[config.mk]
export PLATFORM = sky130hd
export DESIGN_NAME = cmd_line_assembler
export DESIGN_NICKNAME = d
export VERILOG_FILES = /design/src/rtl/cmd_line_assembler.sv
export SDC_FILE = /design/constraint.sdc
export NUM_CORES = 1
export LEC_CHECK = 0
export CAP_MARGIN = 40
export CELL_PAD_IN_SITES_DETAIL_PLACEMENT = 0
export CELL_PAD_IN_SITES_GLOBAL_PLACEMENT = 2
export CORE_MARGIN = 4
export CORE_UTILIZATION = 29
export CTS_CLUSTER_SIZE = 40
export DETAILED_ROUTE_END_ITERATION = 10
export GPL_TIMING_DRIVEN = 0
export HOLD_SLACK_MARGIN = 0.05
export PLACE_DENSITY = 0.64
export SETUP_SLACK_MARGIN = 0.5
export SYNTH_ARGS = -nofsm -noshare
export SYNTH_HDL_FRONTEND = slang
export SYNTH_SLANG_ARGS = --single-unit
[constraint.sdc]
create_clock -name clk -period 2.1 [get_ports clk]
set_input_delay 0.525 -clock clk [delete_from_list [all_inputs] [get_ports clk]]
set_output_delay 0.525 -clock clk [all_outputs]
set_load 0.01 [all_outputs]
[src/rtl/cmd_line_assembler.sv]
// Line assembler: folds a stream of ASCII bytes into a left-justified,
// pad-filled command word with backspace, escape and overflow handling.
module cmd_line_assembler #(
   parameter int           NUM_CHARS = 5,
   parameter logic [7:0]   PAD_CHAR  = 8'h20
) (
   input  logic                   clk,
   input  logic                   rst_n,
   input  logic [7:0]             rx_data,
   input  logic                   rx_valid,
   output logic [8*NUM_CHARS-1:0] command,
   output logic                   cmd_valid,
   output logic                   cmd_error,
   output logic [2:0]             char_count,
   output logic [7:0]             echo_data,
   output logic                   echo_valid
);

   typedef enum logic [1:0] {EMPTY, FILLING, FULL, OVERFLOW} state_t;

   state_t state, state_n;
   logic [7:0] slots [NUM_CHARS];
   logic [7:0] slots_n [NUM_CHARS];
   logic [2:0] count_n;
   logic [8*NUM_CHARS-1:0] packed_line, command_n;
   logic cmd_valid_n, cmd_error_n, echo_valid_n, clear_line;
   logic [7:0] echo_data_n, folded;
   logic is_enter, is_bksp, is_esc, is_print, is_upper;

   assign is_enter = (rx_data == 8'h0D) || (rx_data == 8'h0A);
   assign is_bksp  = (rx_data == 8'h08) || (rx_data == 8'h7F);
   assign is_esc   = (rx_data == 8'h1B);
   assign is_print = (rx_data >= 8'h20) && (rx_data <= 8'h7E);
   assign is_upper = (rx_data >= 8'h41) && (rx_data <= 8'h5A);
   assign folded   = is_upper ? (rx_data | 8'h20) : rx_data;

   always_comb begin
      packed_line = '0;
      for (int i = 0; i < NUM_CHARS; i++)
         packed_line[8*(NUM_CHARS-1-i) +: 8] = slots[i];
   end

   always_comb begin
      state_n      = state;
      slots_n      = slots;
      count_n      = char_count;
      command_n    = command;
      cmd_valid_n  = 1'b0;
      cmd_error_n  = 1'b0;
      echo_valid_n = 1'b0;
      echo_data_n  = echo_data;
      clear_line   = 1'b0;
      if (rx_valid) begin
         unique case (state)
            EMPTY, FILLING: begin
               if (is_print) begin
                  slots_n[char_count] = folded;
                  count_n      = 3'(char_count + 3'd1);
                  state_n      = (count_n == 3'(NUM_CHARS)) ? FULL : FILLING;
                  echo_valid_n = 1'b1;
                  echo_data_n  = folded;
               end else if (is_enter) begin
                  echo_valid_n = 1'b1;
                  echo_data_n  = 8'h0D;
                  if (state == FILLING) begin
                     command_n   = packed_line;
                     cmd_valid_n = 1'b1;
                     clear_line  = 1'b1;
                  end
               end else if (is_bksp && state == FILLING) begin
                  slots_n[3'(char_count - 3'd1)] = PAD_CHAR;
                  count_n      = 3'(char_count - 3'd1);
                  state_n      = (char_count == 3'd1) ? EMPTY : FILLING;
                  echo_valid_n = 1'b1;
                  echo_data_n  = 8'h08;
               end else if (is_esc) begin
                  clear_line = 1'b1;
               end
            end
            FULL: begin
               if (is_print) begin
                  state_n = OVERFLOW;
               end else if (is_bksp) begin
                  slots_n[3'(char_count - 3'd1)] = PAD_CHAR;
                  count_n      = 3'(char_count - 3'd1);
                  state_n      = (char_count == 3'd1) ? EMPTY : FILLING;
                  echo_valid_n = 1'b1;
                  echo_data_n  = 8'h08;
               end else if (is_enter) begin
                  command_n    = packed_line;
                  cmd_valid_n  = 1'b1;
                  clear_line   = 1'b1;
                  echo_valid_n = 1'b1;
                  echo_data_n  = 8'h0D;
               end else if (is_esc) begin
                  clear_line = 1'b1;
               end
            end
            OVERFLOW: begin
               if (is_enter) begin
                  cmd_error_n  = 1'b1;
                  clear_line   = 1'b1;
                  echo_valid_n = 1'b1;
                  echo_data_n  = 8'h0D;
               end else if (is_esc) begin
                  clear_line = 1'b1;
               end
            end
            default: clear_line = 1'b1;
         endcase
      end
      if (clear_line) begin
         for (int i = 0; i < NUM_CHARS; i++)
            slots_n[i] = PAD_CHAR;
         count_n = 3'd0;
         state_n = EMPTY;
      end
   end

   always_ff @(posedge clk or negedge rst_n) begin
      if (!rst_n) begin
         state      <= EMPTY;
         for (int i = 0; i < NUM_CHARS; i++)
            slots[i] <= PAD_CHAR;
         char_count <= 3'd0;
         command    <= {NUM_CHARS{PAD_CHAR}};
         cmd_valid  <= 1'b0;
         cmd_error  <= 1'b0;
         echo_valid <= 1'b0;
         echo_data  <= 8'h00;
      end else begin
         state      <= state_n;
         slots      <= slots_n;
         char_count <= count_n;
         command    <= command_n;
         cmd_valid  <= cmd_valid_n;
         cmd_error  <= cmd_error_n;
         echo_valid <= echo_valid_n;
         echo_data  <= echo_data_n;
      end
   end

endmodule

==> Word level (Yosys, flattened, before mapping) <==
Cells that the tools add are included.
{ "classes": {"n_lt_le_gt_ge": 8, "n_reduce_logical": 16, "muxes": 72, "add_sub_neg": 2, "bitwise": 5, "n_eq_ne": 22} }
{ "ops": {"columns": ["operator", "count"], "rows": [
  ["$mux W40", 13],
  ["$pmux W40 S2", 2],
  ["$mux W8", 8],
  ["$demux W8 S3", 2],
  ["$bwmux W40", 1],
  ["$and A35 B35 Y35", 1],
  ["$not A35 Y35", 1],
  ["$eq A8 B4 Y1 const B", 3],
  ["$mux W1", 24],
  ["$pmux W8 S3", 1],
  ["$mux W3", 7],
  ["$le A8 B7 Y1 const B", 2],
  ["$mux W2", 8],
  ["$ne A4 B4 Y1 const B", 4],
  ["$ne A2 B2 Y1 const B", 6],
  ["$eq A8 B5 Y1 const B", 1],
  ["$eq A8 B7 Y1 const B", 1],
  ["$ge A4 B4 Y1 const B", 2],
  ["$ge A8 B6 Y1 const B", 1],
  ["$ge A8 B7 Y1 const B", 1],
  ["$lt A4 B1 Y1 const B", 2],
  ["$not A3 Y4", 2],
  ["$reduce_and A8 Y1", 1],
  ["$mux W6", 1],
  ["21 further kinds", 30]
]} }
{ "word_totals": {"output_inout_bits": 54, "regBits": 96, "word_cells": 137} }

==> Depth between registers and ports, before layout <==
{ "depth": {"depth_word": 14, "mapped_depth": 10} }

==> Worst setup path before layout <==
Ideal clock, no wire load.
{ "synth_path": {"kind": "in2reg", "start": "input rx_data[0]", "end": "register command[0]", "arrival_time_ps": 2075, "n_path_buf": 2, "slack_ps": -100, "path_stages": 8, "t_required_ps": 1975, "cell_sequence": "buf_2 or3b_1 a21oi_1 nand2_1 a21oi_1 nand2_2 buf_6 mux2_4"} }
{ "synth_via": {"elab_chain_len": 4, "word_cells_on_any_way": 15, "classes_between": "order compare: 2; eq/ne: 9; reduce/logical: 4"} }
{ "synth_lines": {"columns": ["element", "line_no", "rtl"], "rows": [
  ["start, declared", "9", "input logic [7:0] rx_data,"],
  ["$ge A8 B6 Y1 (tied with other cells)", "33", "assign is_print = (rx_data >= 8'h20) && (rx_data <= 8'h7E);"],
  ["$logic_and A1 B1 Y1 (tied with other cells)", "33", null],
  ["$ne A2 B2 Y1 (no source line)", null, null],
  ["$reduce_and A8 Y1 (no source line) (*)", null, null],
  ["end signal, assigned", "126", "command <= {NUM_CHARS{PAD_CHAR}};"],
  ["end signal, assigned", "135", "command <= command_n;"],
  ["end, declared", "11", "output logic [8*NUM_CHARS-1:0] command,"]
]} }
Mark *: on every way between the ends. The rest lies on a longest branch, timed or not.
A chain may end at the register's enable or synchronous reset.

==> Worst setup path after layout <==
{ "layout_path": {"start": "input rx_data[0]", "end": "register command[3]"} }
Same word-level chain as after synthesis.

==> results.py <==
metrics = {
    "floorplan": {
        "dieArea_mm2": 0.0182,
        "die_w_um": 135,
        "rows": 46,
        "initial_utilization": 0.295,
        "die_y_um": 135,
        "boundaryPins": 65,
        "core_area_mm2": 0.0158,
    },
    "clock_tree": {
        "root_buffer": "clkbuf_16",
        "cts_buffers": 9,
        "cts_buffer_depth": 2,
        "htree_levels": 3,
        "tritoncts": "yes",
        "path_clk_slew_ps": 70,
        "postCtsHoldBufs": 0,
        "cts_sinks": 96,
        "clock_latency_ps": 350,
    },
    "route": {
        "drc_errors": 0,
        "wire_per_inst_um": 18.3,
        "postRouteAntennaNets": 0,
        "drt_first_pass_iters": 4,
        "vias": 3557,
        "drt-total-wl_um": 13400,
        "viasPerCell": 4.85,
        "drtIter0Drc": 205,
    },
    "synth": {
        "synth-main-ff-cell": "dfrtp_1",
        "syn_inst": 375,
        "synthArstFlopShare": 1.00,
        "syn_area_mm2": 0.00466,
        "synth_top_area_frac": 0.461,
        "synth-edff-count": 0,
        "synth_top_area_cell": "dfrtp_1",
        "synth_nets": 394,
        "synth_area_leaders": "dfrtp_1 46%, mux2_4 13%, dfstp_2 5.6%",
        "yosys_warnings": 0,
        "ys_seq_area_frac": 0.518,
        "synth_area_per_cell_um2": 12.4,
        "synth_cell_types": 62,
        "ys_seq_elements": 96,
    },
    "cells_and_area": {
        "syn2layout_area_growth_pct": 54.1,
        "n_antenna_cell": 0,
        "fin_nets": 531,
        "layout-drive-gt1-share": 0.480,
        "multiInputGateArea_mm2": 0.00262,
        "n_fill_cell": 1459,
        "register_area_mm2": 0.00242,
        "instances_no_fill": 733,
    },
    "run": {
        "cap_violations": 0,
    },
    "critical_path": {
        "r2r-end": "packed_line[15]$_DFFE_PN0P_",
        "required_ps": 2330,
        "r2r_slack_ps": 90,
        "end_kind": "flop",
        "start_kind": "input port",
        "critPathMaxFanout": 5,
        "r2r_cells": 9,
        "path_class": "in2reg",
        "r2r_start": "state[0]$_DFFE_PN0P_",
        "worstPathArrival_ps": 2240,
    },
    "timing": {
        "slew_violations": 0,
        "fin_hold_ws_ps": 132,
        "setup_viol": 0,
        "slew_headroom": 0.436,
        "rsz0062_at_grt": "true",
        "final-hold-violation-count": 0,
        "post-route-min-period_ps": 2010,
        "fin_crit_sh": 0.959,
        "tightest_slew_ps": 845,
        "skew_ps": 4.65,
        "fmax_mhz": 497,
    },
    "place": {
        "dp.cells": 654,
        "gp_congestion": 0.813,
        "hpwl_um": 8760,
        "port_buffers": 62,
    },
    "power_and_ir_drop": {
        "cellLeakagePower_nw": 3.38,
        "pwr_density_cell_mw_per_mm2": 1270,
        "vdd.ir_drop.worst_v": 0.000507,
    },
    "grt": {
        "grt_start_max_net_pins": 61,
        "gr-usage-all-layers": 0.152,
        "first_global_vias": 3739,
        "antenna_found_initial": 0,
        "grt_overflow_total": 0,
        "grt_first_pass_wirelength_um": 21300,
    },
    "worst_hold_path": {
        "hp-class": "in2async",
    },
    "outcome": {
        "status": "finished, final reports clean",
    },
}
layer usage:
layer,GRT usage,part of all wire,vias up
met3,0.0179,0.021,14
met5,0,0,-
li1,-,-,1687
met2,0.249,0.48,48
met1,0.209,0.48,1808
met4,0.0520,0.017,0
metrics by stage:
stage | instance area (um2) | setup WS, ps | utilization | setup TNS, ps | power [mW]
after floorplan | 4930 | -11.0 | - | -589 | 5.32
after detailed placement | 5850 | -961 | 0.369 | -79430 | 6.65
after CTS | 7000 | 62.4 | 0.443 | 0 | 9.09
after global routing | 7190 | 2.10 | 0.454 | 0 | 9.69
final | 7190 | 86.1 | 0.454 | 0 | 9.15
after global placement | 5820 | -3150 | 0.368 | -370440 | 6.60
sequential cells by signal, summed over array words and instances (netlist names):
signal and count:
echo_data 8, cmd_valid 1, command 40, cmd_error 1, packed_line 40, echo_valid 1
state 2, char_count 3
layout make-up:
| cell class | instances | share of cell area |
|---|---|---|
| clock buffer | 10 | 0.0332 |
| tap | 216 | 0.0376 |
| multi-input combinational | 247 | 0.364 |
| timing repair buffer | 126 | 0.171 |
| inverter | 8 | 0.00627 |
| clock inverter | 6 | 0.00923 |
| buffer | 24 | 0.0421 |
| sequential | 96 | 0.336 |
critical path, stage by stage:
cell     delay (ps)
buf_8           100
buf_8           110
or3b_4          390
a21oi_4         150
nand2_2         100
a21oi_4         170
nand2_4         120
buf_12          160
buf_12          140
mux2_4          290
worst max path at each step:
stage | from | end | slack [ps]
finish | rx_data[0] | command[3]$_DFFE_PN0P_ | 90
global placement | rst_n | cmd_valid$_DFF_PN0_ | -3150
detailed placement | rx_data[7] | packed_line[28]$_DFFE_PN0P_ | -960
floorplan | rx_data[0] | command[0]$_DFFE_PN0P_ | -10
global route | state[0]$_DFFE_PN0P_ | packed_line[15]$_DFFE_PN0P_ | 2
CTS | rx_data[0] | command[3]$_DFFE_PN0P_ | 60
synth_stat cells, drive strengths merged, types with 10 or more instances:
cell type  number
dfrtp          86
a21oi          18
nor2           28
nor3           11
dfstp          10
a22o           10
nand2          17
a32o           22
and2           10
o21ai          12
buf            16
mux2           44
power breakdown:
| group | total (mW) | internal (mW) | switching, mW |
|---|---|---|---|
| Clock | 1.70 | 0.960 | 0.738 |
| Combinational | 4.46 | 2.39 | 2.07 |
| Sequential | 3.00 | 2.58 | 0.421 |
layout by cell type (no fill, tap or decap), drive strengths merged, types with 3 or more instances in the layout:
master       synthesis  routed
ha                   8       8
and3                 4       4
nor2                28      28
a31oi                4       4
a2111oi              3       3
dfrtp               86      86
clkbuf               8      18
nand2               17      17
buf                 16      94
nand3                4       4
o2bb2ai              4       4
dlygate4sd2          0      48
a22o                10      10
o21ai               12      12
nor3b                4       4
mux2                44      44
a32o                22      22
and2                10      10
a21o                 3       3
nor3                11      11
nand3b               3       3
a21oi               18      18
inv                  8       9
dfstp               10      10
cell families after synthesis:
family / Yosys count / share of synthesized area
DFF: 96 / 0.518
adders and majority gates: 8 / 0.0215
AOI/OAI and AO/OA: 96 / 0.167
buffers and inverters: 32 / 0.0365
xor gates and xnor gates: 3 / 0.00564
and+or+nand+nor: 94 / 0.109
muxes: 46 / 0.143
what timing repair did:
item,in CTS,in global routing
gates resized for setup,209,31
buffers inserted,47,10
gates cloned,6,0
setup endpoints to repair,150,96
pin swaps,47,41
Power figures use the tool's default switching activity.
